**config.mk**
```make
export PLATFORM = sky130hd
export DESIGN_NAME = regfile_wb_arbiter_flat
export DESIGN_NICKNAME = d
export VERILOG_FILES = /design/src/rtl/regfile_wb_arbiter_if.sv /design/src/rtl/regfile_wb_arbiter.sv /design/src/flat_wrapper.sv
export SDC_FILE = /design/constraint.sdc
export NUM_CORES = 1
export LEC_CHECK = 0
export CAP_MARGIN = 20
export CORE_ASPECT_RATIO = 2
export CORE_MARGIN = 2
export CORE_UTILIZATION = 42
export CTS_BUF_LIST = sky130_fd_sc_hd__clkbuf_8
export CTS_CLUSTER_DIAMETER = 60
export DETAILED_ROUTE_END_ITERATION = 8
export MAX_ROUTING_LAYER = met4
export PLACE_DENSITY_LB_ADDON = 0.25
export RECOVER_POWER = 50
export SYNTH_ARGS = -nofsm -noshare
export SYNTH_HDL_FRONTEND = slang
export SYNTH_SLANG_ARGS = --single-unit
```
**constraint.sdc**
```tcl
create_clock -name clk -period 7.17 [get_ports clk]
set_clock_uncertainty 0.2 [all_clocks]
set_input_delay 1.434 -clock clk [delete_from_list [all_inputs] [get_ports clk]]
set_output_delay 1.434 -clock clk [all_outputs]
set_load 0.01 [all_outputs]
```
**src/rtl/regfile_wb_arbiter_if.sv**
```systemverilog
`default_nettype none
// ============================================================================
//  Module      : regfile_wb_arbiter_if
//  Description : Bus bundle for the register-file write-back arbiter.
//                It carries the ALU and LSU write-back handshakes, the
//                issue-stage scoreboard inputs and the hazard output, the
//                register-file write port, and scoreboard status.
//                The master modport is the pipeline/environment side.
//                The slave modport is the arbiter side.
//  Ports       : alu_valid/alu_ready/alu_rd/alu_data   ALU write-back
//                lsu_valid/lsu_ready/lsu_rd/lsu_data   LSU write-back
//                issue_valid/issue_rd                  scoreboard set
//                read_Ra/read_Rb/hazard                RAW hazard query
//                write_Rd/write_data                   register-file port
//                pending/pending_cnt/spurious_wb       status
//  Revision    : 1.0  initial release
// ============================================================================
interface regfile_wb_arbiter_if #(
    parameter int NUM_REGS = 16,
    parameter int ADDR_W   = 4,
    parameter int DATA_W   = 32
);
    logic                alu_valid;
    logic                alu_ready;
    logic [ADDR_W-1:0]   alu_rd;
    logic [DATA_W-1:0]   alu_data;
    logic                lsu_valid;
    logic                lsu_ready;
    logic [ADDR_W-1:0]   lsu_rd;
    logic [DATA_W-1:0]   lsu_data;
    logic                issue_valid;
    logic [ADDR_W-1:0]   issue_rd;
    logic [ADDR_W-1:0]   read_Ra;
    logic [ADDR_W-1:0]   read_Rb;
    logic                hazard;
    logic [ADDR_W-1:0]   write_Rd;
    logic [DATA_W-1:0]   write_data;
    logic [NUM_REGS-1:0] pending;
    logic [ADDR_W:0]     pending_cnt;
    logic                spurious_wb;

    modport master (
        output alu_valid, alu_rd, alu_data,
        output lsu_valid, lsu_rd, lsu_data,
        output issue_valid, issue_rd, read_Ra, read_Rb,
        input  alu_ready, lsu_ready, hazard,
        input  write_Rd, write_data, pending, pending_cnt, spurious_wb
    );

    modport slave (
        input  alu_valid, alu_rd, alu_data,
        input  lsu_valid, lsu_rd, lsu_data,
        input  issue_valid, issue_rd, read_Ra, read_Rb,
        output alu_ready, lsu_ready, hazard,
        output write_Rd, write_data, pending, pending_cnt, spurious_wb
    );
endinterface
`default_nettype wire

```
**src/rtl/regfile_wb_arbiter.sv**
```systemverilog
`default_nettype none
// ============================================================================
//  Module      : regfile_wb_arbiter
//  Description : Write-back arbiter and scoreboard for the register file.
//                It round-robins the single write port between the ALU and
//                the LSU. It tracks destination registers with an outstanding
//                write, and flags read-after-write hazards to issue.
//  Ports       : clk  - system clock, rising-edge state updates
//                rst  - synchronous active-high reset
//                bus  - regfile_wb_arbiter_if.slave: handshakes, issue,
//                       hazard, register-file write port, scoreboard status
//  Revision    : 1.0  initial release
// ============================================================================
module regfile_wb_arbiter #(
    parameter int NUM_REGS = 16,
    parameter int ADDR_W   = 4,
    parameter int DATA_W   = 32
) (
    input  wire logic            clk,
    input  wire logic            rst,
    regfile_wb_arbiter_if.slave  bus
);
    localparam logic c_SRC_ALU = 1'b0;
    localparam logic c_SRC_LSU = 1'b1;

    logic                last_grant_q, last_grant_d;
    logic [NUM_REGS-1:0] pending_q, pending_d;
    logic [ADDR_W:0]     cnt_q, cnt_d;
    logic                spurious_q, spurious_d;
    logic [ADDR_W-1:0]   wr_rd_q, wr_rd_d;
    logic [DATA_W-1:0]   wr_data_q, wr_data_d;

    logic                grant_alu_w, grant_lsu_w, xfer_w;
    logic [ADDR_W-1:0]   win_rd_w;
    logic [DATA_W-1:0]   win_data_w;
    logic                issue_set_w;

    // Grants depend only on valids and the pointer, never on data.
    // Both grants are held low during reset, so no handshake completes.
    always_comb begin
        grant_alu_w = 1'b0;
        grant_lsu_w = 1'b0;
        if (!rst) begin
            if (bus.alu_valid && bus.lsu_valid) begin
                grant_alu_w = (last_grant_q == c_SRC_LSU);
                grant_lsu_w = (last_grant_q == c_SRC_ALU);
            end else begin
                grant_alu_w = bus.alu_valid;
                grant_lsu_w = bus.lsu_valid;
            end
        end
    end

    assign xfer_w      = grant_alu_w | grant_lsu_w;
    assign win_rd_w    = grant_lsu_w ? bus.lsu_rd   : bus.alu_rd;
    assign win_data_w  = grant_lsu_w ? bus.lsu_data : bus.alu_data;
    assign issue_set_w = bus.issue_valid && (bus.issue_rd != '0);

    always_comb begin
        last_grant_d = last_grant_q;
        pending_d    = pending_q;
        spurious_d   = spurious_q;
        wr_rd_d      = '0;
        wr_data_d    = '0;
        cnt_d        = '0;

        if (xfer_w) begin
            last_grant_d = grant_lsu_w;
            wr_rd_d      = win_rd_w;
            wr_data_d    = win_data_w;
            if (win_rd_w != '0) begin
                pending_d[win_rd_w] = 1'b0;
                // A write nobody is waiting for, unless issue claims it this edge.
                if (!pending_q[win_rd_w] && !(issue_set_w && bus.issue_rd == win_rd_w))
                    spurious_d = 1'b1;
            end
        end
        // The set is applied after the clear, so a new producer replaces the old one.
        if (issue_set_w)
            pending_d[bus.issue_rd] = 1'b1;
        pending_d[0] = 1'b0;

        for (int i = 0; i < NUM_REGS; i++)
            cnt_d = cnt_d + (ADDR_W+1)'(pending_d[i]);
    end

    always_ff @(posedge clk) begin
        if (rst) begin
            last_grant_q <= c_SRC_LSU;
            pending_q    <= '0;
            cnt_q        <= '0;
            spurious_q   <= 1'b0;
            wr_rd_q      <= '0;
            wr_data_q    <= '0;
        end else begin
            last_grant_q <= last_grant_d;
            pending_q    <= pending_d;
            cnt_q        <= cnt_d;
            spurious_q   <= spurious_d;
            wr_rd_q      <= wr_rd_d;
            wr_data_q    <= wr_data_d;
        end
    end

    assign bus.alu_ready   = grant_alu_w;
    assign bus.lsu_ready   = grant_lsu_w;
    assign bus.write_Rd    = wr_rd_q;
    assign bus.write_data  = wr_data_q;
    assign bus.pending     = pending_q;
    assign bus.pending_cnt = cnt_q;
    assign bus.spurious_wb = spurious_q;
    // Registered scoreboard only: a write-back landing this edge still reads as a hazard.
    assign bus.hazard = ((bus.read_Ra != '0) && pending_q[bus.read_Ra]) ||
                        ((bus.read_Rb != '0) && pending_q[bus.read_Rb]);
endmodule
`default_nettype wire

```
**src/flat_wrapper.sv**
```systemverilog
// flat-port wrapper written by rule: the top's interface ports become plain ports
module regfile_wb_arbiter_flat 
#(
    parameter int NUM_REGS = 16,
    parameter int ADDR_W   = 4,
    parameter int DATA_W   = 32
)
  (clk, rst, bus_alu_valid, bus_alu_rd, bus_alu_data, bus_lsu_valid, bus_lsu_rd, bus_lsu_data, bus_issue_valid, bus_issue_rd, bus_read_Ra, bus_read_Rb, bus_alu_ready, bus_lsu_ready, bus_hazard, bus_write_Rd, bus_write_data, bus_pending, bus_pending_cnt, bus_spurious_wb);
  regfile_wb_arbiter_if #(.NUM_REGS(NUM_REGS), .ADDR_W(ADDR_W), .DATA_W(DATA_W)) bus_i ();
  input  wire logic clk;
  input  wire logic rst;
  input wire logic [$bits(bus_i.alu_valid)-1:0] bus_alu_valid;
  input wire logic [$bits(bus_i.alu_rd)-1:0] bus_alu_rd;
  input wire logic [$bits(bus_i.alu_data)-1:0] bus_alu_data;
  input wire logic [$bits(bus_i.lsu_valid)-1:0] bus_lsu_valid;
  input wire logic [$bits(bus_i.lsu_rd)-1:0] bus_lsu_rd;
  input wire logic [$bits(bus_i.lsu_data)-1:0] bus_lsu_data;
  input wire logic [$bits(bus_i.issue_valid)-1:0] bus_issue_valid;
  input wire logic [$bits(bus_i.issue_rd)-1:0] bus_issue_rd;
  input wire logic [$bits(bus_i.read_Ra)-1:0] bus_read_Ra;
  input wire logic [$bits(bus_i.read_Rb)-1:0] bus_read_Rb;
  output wire logic [$bits(bus_i.alu_ready)-1:0] bus_alu_ready;
  output wire logic [$bits(bus_i.lsu_ready)-1:0] bus_lsu_ready;
  output wire logic [$bits(bus_i.hazard)-1:0] bus_hazard;
  output wire logic [$bits(bus_i.write_Rd)-1:0] bus_write_Rd;
  output wire logic [$bits(bus_i.write_data)-1:0] bus_write_data;
  output wire logic [$bits(bus_i.pending)-1:0] bus_pending;
  output wire logic [$bits(bus_i.pending_cnt)-1:0] bus_pending_cnt;
  output wire logic [$bits(bus_i.spurious_wb)-1:0] bus_spurious_wb;
  assign bus_i.alu_valid = bus_alu_valid;
  assign bus_i.alu_rd = bus_alu_rd;
  assign bus_i.alu_data = bus_alu_data;
  assign bus_i.lsu_valid = bus_lsu_valid;
  assign bus_i.lsu_rd = bus_lsu_rd;
  assign bus_i.lsu_data = bus_lsu_data;
  assign bus_i.issue_valid = bus_issue_valid;
  assign bus_i.issue_rd = bus_issue_rd;
  assign bus_i.read_Ra = bus_read_Ra;
  assign bus_i.read_Rb = bus_read_Rb;
  assign bus_alu_ready = bus_i.alu_ready;
  assign bus_lsu_ready = bus_i.lsu_ready;
  assign bus_hazard = bus_i.hazard;
  assign bus_write_Rd = bus_i.write_Rd;
  assign bus_write_data = bus_i.write_data;
  assign bus_pending = bus_i.pending;
  assign bus_pending_cnt = bus_i.pending_cnt;
  assign bus_spurious_wb = bus_i.spurious_wb;
  regfile_wb_arbiter #(.NUM_REGS(NUM_REGS), .ADDR_W(ADDR_W), .DATA_W(DATA_W)) u_core (.clk(clk), .rst(rst), .bus(bus_i));
endmodule
```
==> summary.md <==
| Metric | Value |
|---|---|
| Status | complete, no violations |
| Vias in the first global route | approximately 3000 |
| Die area | ~7900 um^2 |
| Worst Setup Slack, final | 0.490 ns |
| # clock sinks | 58 |
| Tmin final | 6.68 ns |
| Critical path fanouts, max | 23 |
| Post-Syn Area | 3010 um^2 |
| Kind of critical path | input pin to flip-flop |
| Via-to-Cell Ratio | 5.20 |
| Hold violation total from the final report | 0 |
| Synth top cells by count | 91 x nand2_1, 58 x dfxtp_1, 41 x a21oi_1, 18 x nor2_1, 13 x nor2b_1 |
| Total GRT Usage | 26.3% |
| Async SR Flop Fraction | 0% |
| Seq/Total Area, Yosys | 38.6% |
| Final setup violation count | 0 |
| RePlAce Congestion | 1.03 |
| Predominant post-synthesis flop cell | dfxtp_1 |
| Root buf cell | clkbuf_8 |
| Worst-Margin Slew | 1.02 ns |
| Placed Area | between 4000 and 5000 um^2 |
| Power Density | 183 nW/um^2 |
| Core footprint | 6940 um^2 |
| CP Capture Type | flip-flop |
| CP Data Required Time | 7.16 ns |
| Yosys Warn Count | 0 |
| #FFs+latches synth | 58 |
| Max-slew violation count | 0 |
| Synth area leader | dfxtp_1 |
| First-pass GRT wire length | 15.0 mm |
| CP Launch Type | input pin |
| Syn nets | roughly 450 |
| DRT Pass-1 Iters | 5 |
| Slew headroom | 32.2% |
| Starting Density | a little over two fifths |
| Post-synth EDFFs | 0 |
| CTS max path bufs | 2 |
| Boundary Pins | 150 |
| DRC | 0 |
| Most numerous cell in the Yosys netlist | nand2_1 |
| Routed vias | 3034 |
| Layout Nets | 594 |
| Synth cell types | 45 |
| Final setup TNS | 0 ns |
| Die height | 124 um |
| Hold Path Class | flip-flop to flip-flop |
| DP Worst Slack | 0.200 ns |
| DR iter-0 viols | around 170 |
| WP data arrival | 6.67 ns |
| Peak supply drop | 134 uV |
| Max-Cap Viols | 0 |
| Area Growth Syn to Fin | 59.0% |
| Layout cells sized above 1 | between 7 and 8% |
| Final critical-path share of the clock period | around 93% |
| I/O Buffers | 148 |
| DR WL/cell | roughly 17 um |
| Resize count post-CTS | 0 |
| Initial antenna violation count | 0 |
| RSZ-0062 raised after global routing | no |
| Fmax | about 150 MHz |
| Largest net degree at the start of global routing | 39 |
| Chip width | 63.8 um |
| Postcts setup bufs | 0 |
| Grt total ovfl | 0 |
| Finished Cell Area | around 4800 um^2 |
| Clk Latency, worst-skew pair | 0.35 ns |
| Main area contributors after synthesis | dfxtp_1 39%, nand2_1 11%, a21oi_1 6.8% |
| Post-detail-place hpwl | 7.72 mm |
| H-tree Lvls | 3 |
| Antenna diode count | 0 |
| Pwr Total | a little under 0.0009 W |
| CTS Buf Count | 9 |
| TritonCTS clock tree | built |
| Post-synth top area share | 38.6% |
| Total routed wirelength | 9.92 mm |
| CTS Hold Bufs | 0 |
| Clock transition at path regs | 0.06 ns |
| Antenna Violating Nets Remaining | 0 |
| Synth Instances | roughly 340 |
| Total number of placement rows | 43 |
| Mean Syn Cell Area | 8.79 um^2 |
| Leak | 2.04 nW |
-- cell families after synthesis --
logic type      count (synthesis)  synth area share (%)
compound gates                 64                  12.8
xor+xnor                        5                  1.46
fa+ha+maj                      15                  8.49
buf+inv                        30                  4.45
flops                          58                  38.6
mux                            23                  12.6
other cells                     1                 0.125
simple gates                  146                  21.5
-- worst max-delay path: stages --
cell and delay, ns:
clkdlybuf4s50_1 0.48, clkbuf_1 0.76, o21bai_1 0.37, nor3_2 0.14, nand3_1 0.11, nand2_1 0.07
nand2_1 0.09, ha_1 0.24, fa_1 0.49, fa_1 0.55, inv_1 0.05, fa_1 0.54
inv_1 0.05, fa_1 0.43, ha_1 0.24, fa_1 0.41, a21oi_1 0.16, nor3b_1 0.06
-- report_power, final --
group	switching (W)	internal (W)	total, W
clock network	0.000127	0.000210	0.000337
registers	0.00000689	0.000341	0.000348
logic	0.0000856	0.000107	0.000193
total	0.000220	0.000658	0.000878
-- worst paths after layout --
check | start | cells past startpoint | end | slack [ns]
max | rst | 18 | u_core.bus.pending_cnt[4] | 0.49
min | u_core.last_grant_q | 2 | u_core.last_grant_q | 0.31
min reg2reg | u_core.last_grant_q | 2 | u_core.last_grant_q | 0.31
max reg2reg | u_core.last_grant_q | 17 | u_core.bus.pending_cnt[4] | 1.81
-- sequential cells by signal, indices dropped and copies added (netlist names) --
name                    cells
u_core.bus.pending         15
u_core.bus.pending_cnt      5
u_core.bus.spurious_wb      1
u_core.bus.write_Rd         4
u_core.bus.write_data      32
u_core.last_grant_q         1
-- cells in the final DEF (no fill, tap or decap), types with 2 or more instances in the layout --
master,n
clkdlybuf4s50_1,106
nand2_1,91
dfxtp_1,58
dlygate4sd3_1,42
a21oi_1,41
nor2_1,18
inv_1,13
nor2b_1,13
clkbuf_8,11
mux4_2,9
fa_1,9
mux2i_1,7
nand3_1,7
ha_1,6
buf_4,6
a22o_1,5
mux2_2,4
o21ai_0,4
xnor2_1,4
nor4b_1,3
a22oi_1,3
a32o_1,3
and2_1,2
nor3_1,2
mux2i_4,2
nor3_2,2
nand2b_1,2
bufinv_16,2
-- stage by stage --
step / instances / util (%) / hold WS [ns]
3_5_place_dp: 569 / 65.9 / 0.297
5_1_grt: 584 / 68.9 / 0.377
2_1_floorplan: 342 / - / 0.261
3_3_place_gp: 569 / 65.9 / 0.282
6_report: 584 / 68.9 / 0.312
4_1_cts: 584 / 69.0 / 0.308
-- area by class of cell --
class	instances	area [um^2]
fillers	586	2160
flip-flops and latches	58	1160
clock buffers	11	151
well taps	90	113
multi-input cells	254	1710
inverters	12	47.5
clock inverters	4	67.6
repair buffers	155	1530
-- metal layers --
layer | track usage [%] | share of wire [%] | vias up
met2 | 47.1 | 55 | 131
met5 | - | 0 | -
li1 | - | - | 1453
met3 | 6.32 | 6.9 | 32
met1 | 23.9 | 34 | 1418
met4 | 18.8 | 4.5 | 0
(Power assumes the default switching activity.)
==> patch 1, RTL diff (same flow settings) <==
`NUM_REGS` is set to 16 in 3 places; all go to 32.
--- a/src/rtl/regfile_wb_arbiter_if.sv
+++ b/src/rtl/regfile_wb_arbiter_if.sv
@@ -16,7 +16,7 @@
 //  Revision    : 1.0  initial release
 // ============================================================================
 interface regfile_wb_arbiter_if #(
-    parameter int NUM_REGS = 16,
+    parameter int NUM_REGS = 32,
     parameter int ADDR_W   = 4,
     parameter int DATA_W   = 32
 );
--- a/src/rtl/regfile_wb_arbiter.sv
+++ b/src/rtl/regfile_wb_arbiter.sv
@@ -12,7 +12,7 @@
 //  Revision    : 1.0  initial release
 // ============================================================================
 module regfile_wb_arbiter #(
-    parameter int NUM_REGS = 16,
+    parameter int NUM_REGS = 32,
     parameter int ADDR_W   = 4,
     parameter int DATA_W   = 32
 ) (
--- a/src/flat_wrapper.sv
+++ b/src/flat_wrapper.sv
@@ -1,7 +1,7 @@
 // flat-port wrapper written by rule: the top's interface ports become plain ports
 module regfile_wb_arbiter_flat 
 #(
-    parameter int NUM_REGS = 16,
+    parameter int NUM_REGS = 32,
     parameter int ADDR_W   = 4,
     parameter int DATA_W   = 32
 )
Ports: changed (resized bus_pending); port bits go from 150 to 166. No check against the original RTL was run, so the function may have changed too.
==> patch 1 against the unedited design <==
  * Total power fell by 4.5%
  * Global-route usage is 3.2 points higher
  * Final area increased by 7.4%
  * Via count increased by 18%
  * Critical path type unchanged
  * Non-clock buffer count is 8 higher
  * Worst setup slack got worse by 11 ps
  * Critical path depth shrank 1
  * Synthesized area increased by 13%
  * Utilization fell by 3.8 points
  * First-iteration DRC count up 32%
  * Sequential cell count unchanged
  * Routed wire length increased by 26%
==> patch 1: results <==
{
  "synth_area_leaders": "dfxtp_1, nand2_1, a21oi_1",
  "ys_types": 61,
  "ir_worst_vdd_uv": 119.8,
  "ys_seq_area_share_pct": 34.14,
  "arrival_ps": 6700,
  "status": "completed",
  "switching_power_w": 0.0002359,
  "p_seq_share_pct": 41.6,
  "grtUsageTotal_pct": 29.49,
  "dp.cells": 649,
  "wirelength_um": 12470,
  "intPower_w": 0.0006019,
  "synth_commonest_cells": "nand2_1, dfxtp_1, a21oi_1, buf_4, inv_1",
  "use_met2_pct": 52.34,
  "routed-wl-met3_um": 1037,
  "synth_xor_area_share_pct": 1.030,
  "rrSetupSlack_ps": 1980,
  "yosys.area_share.adder_pct": 7.506,
  "fin_nets": 668,
  "drive_gt1_share_pct": 9.139,
  "use_met1_pct": 24.59,
  "place_area_um2": 4961,
  "drt_iter0_markers": 218,
  "routed_via_density": 5.398,
  "min_period_ps": 6690,
  "gp_congestion": 1.038,
  "wl_met1_um": 3774,
  "place_ws_ps": 279.4,
  "slowest_delay_ps": 630,
  "dpl.hpwl_um": 9792,
  "grt.met3_usage_pct": 7.791,
  "met2_length_um": 6751,
  "grt_pass1_vias": 3567
}
## patch 1: cell types whose count changed in the layout (fill, tap and decap cells not counted), moves of 5 or more
cell	change
clkdlybuf4s50_1	-15
a211oi_1	+5
o21ai_0	+9
conb_1	+16
a21oi_1	+5
mux2i_1	-5
dlygate4sd3_1	+15
and2_1	+7
buf_4	+8
nand2b_1	+6
nand4_1	+6
nor2b_1	-7
inv_1	+7
## patch 1: critical path: cells and delay by family
| kind | cells | cell delay [ps] |
|---|---|---|
| buffers and inverters | 5 | 1630 |
| and+or+nand+nor | 1 | 60 |
| AOI/OAI and AO/OA | 4 | 580 |
| adders and majority gates | 7 | 2990 |
## patch 1: how the worst min path moves through the flow
stage | to | from | depth (start not counted) | slack, ps
4_1_cts | u_core.bus.spurious_wb | u_core.bus.spurious_wb | 2 | 280
6_report | u_core.bus.spurious_wb | u_core.bus.spurious_wb | 2 | 290
5_1_grt | u_core.bus.spurious_wb | u_core.bus.spurious_wb | 2 | 300
2_1_floorplan | u_core.bus.spurious_wb | u_core.bus.spurious_wb | 2 | 280
3_3_place_gp | u_core.bus.spurious_wb | u_core.bus.spurious_wb | 2 | 250
3_5_place_dp | u_core.bus.spurious_wb | u_core.bus.spurious_wb | 2 | 260
## patch 1: cell families (layout without fill, tap and decap cells)
kind of cell	count (synthesis)	count (layout)
multiplexers	13	13
AND/OR/NAND/NOR	164	164
AO/OA/AOI/OAI	102	102
flip-flops	58	58
adder cells (fa/ha/maj)	15	15
other	1	17
XOR/XNOR	4	4
buffers and inverters	56	196
## patch 1: cell type report
class / count / area [um2]
clock buffer: 9 / 123.9
timing repair buffer: 163 / 1590
fill: 714 / 2749
multi-input combinational: 315 / 2022
sequential: 58 / 1161
tap: 96 / 120.1
clock inverter: 7 / 55.05
inverter: 17 / 63.81
==> patch 2, RTL diff (same flow settings) <==
Without the edit above. Take the reset off `pending_q` and `wr_data_q` and load them in a clocked block of their own.
--- a/src/rtl/regfile_wb_arbiter.sv
+++ b/src/rtl/regfile_wb_arbiter.sv
@@ -87,19 +87,20 @@
     always_ff @(posedge clk) begin
         if (rst) begin
             last_grant_q <= c_SRC_LSU;
-            pending_q    <= '0;
             cnt_q        <= '0;
             spurious_q   <= 1'b0;
             wr_rd_q      <= '0;
-            wr_data_q    <= '0;
         end else begin
             last_grant_q <= last_grant_d;
-            pending_q    <= pending_d;
             cnt_q        <= cnt_d;
             spurious_q   <= spurious_d;
             wr_rd_q      <= wr_rd_d;
-            wr_data_q    <= wr_data_d;
         end
+    end
+
+    always_ff @(posedge clk) begin
+        pending_q <= pending_d;
+        wr_data_q <= wr_data_d;
     end
 
     assign bus.alu_ready   = grant_alu_w;
Formal check against the unedited RTL: not equivalent (Yosys sat finds a counterexample within 4 cycles, from zero or initial values and one cycle with rst high).
==> patch 2 against the unedited design <==
  * The run now ends with max-capacitance violations, max-slew violations left
  * Sequential cell count unchanged
  * Critical path depth up 1
  * Final area up 4.5%
  * Worst setup slack worse by 29 ps
  * Synthesized cell count up 15%
  * Synthesized area up 8.0%
  * Via count up 14%
  * Routed wire length up 18%
  * Highest routed layer unchanged
Power is not compared: it rests on default switching activity, and its combinational part moved more than twofold at a synthesized area within 25%.
==> patch 2: results <==
{
  "postCtsSetupBuffers": 0,
  "gp_congestion": 1.030,
  "antenna_found_initial": 0,
  "async_flop_share_pct": 0,
  "routed_via_density": 5.436,
  "synth_area_leaders": "dfxtp_1, nand2_1, a21oi_1",
  "synth_cells": 394,
  "grt_pass1_vias": 3440,
  "r2r_cells": 17,
  "wl_per_cell_um": 18.43,
  "intPower_w": 0.0009858,
  "grtUsageTotal_pct": 28.55,
  "diodes": 0,
  "clk_latency_ps": 350,
  "violations": "max-capacitance violations, max-slew violations",
  "htreeDepth": 3,
  "dr.pass1.iters": 4,
  "synth_commonest_cells": "nand2_1, dfxtp_1, a21oi_1, o21ai_0, clkbuf_1",
  "routed-wl-met3_um": 825,
  "drive_gt1_share_pct": 8.503,
  "fin_nets": 640,
  "ys_seq_area_share_pct": 35.73,
  "drt_iter0_markers": 222,
  "cts_root_buf": "clkbuf_8",
  "path_clk_slew_ps": 70,
  "wl_met1_um": 3651,
  "cts_buffers": 9,
  "dpl.hpwl_um": 9230,
  "num_vias": 3452,
  "maxCapViolations": 1,
  "grt_max_degree": 36,
  "arrival_ps": 6730,
  "ir_worst_vdd_uv": 551.7,
  "yosysWarnings": 0,
  "cts_resized": 0,
  "hp-class": "register to register",
  "synthesis.nets": 498,
  "cp_max_fo": 10,
  "status": "finished with violations",
  "hold_depth": 2,
  "largest_reg_flops": 32,
  "synth_ff_type": "dfxtp_1",
  "dp.cells": 619,
  "cts_buffer_depth": 2,
  "slew_viol_final": 36,
  "port_buffers": 148,
  "worst_slew_pin_slew_ps": 1968,
  "grt_pass1_wl_um": 17260,
  "ys_types": 59,
  "routed.top_layer": "met4",
  "p_leak_nw": 2.076,
  "met2_length_um": 6306
}
[patch 2: cell types whose count changed in the layout (fill, tap and decap cells not counted), moves of 5 or more]
cell,delta
a21oi_1,+7
a22o_1,-5
clkdlybuf4s50_1,-14
dlygate4sd3_1,+14
nand2b_1,+11
nor2_1,-7
nor2b_1,-11
o21ai_0,+29
[patch 2: power groups by stage]
stage	Clock, W	Sequential (W)	Combinational (W)
floorplan	0	0.000439	0.000533
global placement	0	0.000438	0.000820
detailed placement	0	0.000437	0.000848
CTS	0.000337	0.000430	0.000853
global route	0.000346	0.000434	0.000932
finish	0.000329	0.000429	0.000823
[patch 2: worst paths after layout]
| check | from | end | slack [ps] |
|---|---|---|---|
| setup / recovery | rst | u_core.bus.pending_cnt[4] | 460 |
| hold / removal | u_core.last_grant_q | u_core.last_grant_q | 320 |
| setup reg to reg | u_core.last_grant_q | u_core.bus.pending_cnt[4] | 1850 |
| hold reg to reg | u_core.last_grant_q | u_core.last_grant_q | 320 |
[patch 2: stage by stage]
| step | setup WS [ps] | instance area [um2] | util (%) |
|---|---|---|---|
| after floorplan | 1169 | 3249 | - |
| after global placement | 297.0 | 4785 | 63.42 |
| after detailed placement | 229.4 | 4785 | 63.42 |
| after CTS | 591.1 | 5002 | 66.30 |
| after global routing | 208.1 | 4999 | 66.25 |
| final | 461.4 | 4999 | 66.25 |
[patch 2: cells by family (layout without fill, tap and decap cells)]
logic type / Yosys count / in the layout / share of synthesized area [%]
simple gates: 148 / 148 / 21.26
compound gates: 114 / 114 / 20.95
flops: 58 / 58 / 35.73
buf+inv: 40 / 187 / 5.506
fa+ha+maj: 15 / 15 / 7.855
mux: 14 / 14 / 7.509
xor+xnor: 4 / 4 / 1.078
other cells: 1 / 1 / 0.1154
[patch 2: layout make-up]
cell class	instances	area [um2]
sequential	58	1161
clock inverter	7	93.84
tap	94	117.6
fill	633	2546
inverter	16	62.56
timing repair buffer	155	1530
multi-input combinational	296	1909
clock buffer	9	123.9
[patch 2: routing by layer]
| layer | track usage (%) | vias to the layer above |
|---|---|---|
| met4 | 23.89 | 0 |
| met1 | 25.29 | 1565 |
| met5 | - | - |
| met2 | 49.59 | 179 |
| li1 | - | 1650 |
| met3 | 5.769 | 58 |
[patch 2: worst max-delay path, stage by stage]
cell and delay [ps]:
clkdlybuf4s50_1 410, clkbuf_1 240, nand2b_1 380, nor4_1 350, a21oi_1 90, nand2b_1 200, o21ai_0 180, o21ai_0 150
ha_1 320, fa_1 470, fa_1 560, inv_1 60, fa_1 530, inv_1 50, fa_1 450, ha_1 240
fa_1 400, a21oi_1 170, nor3b_1 60
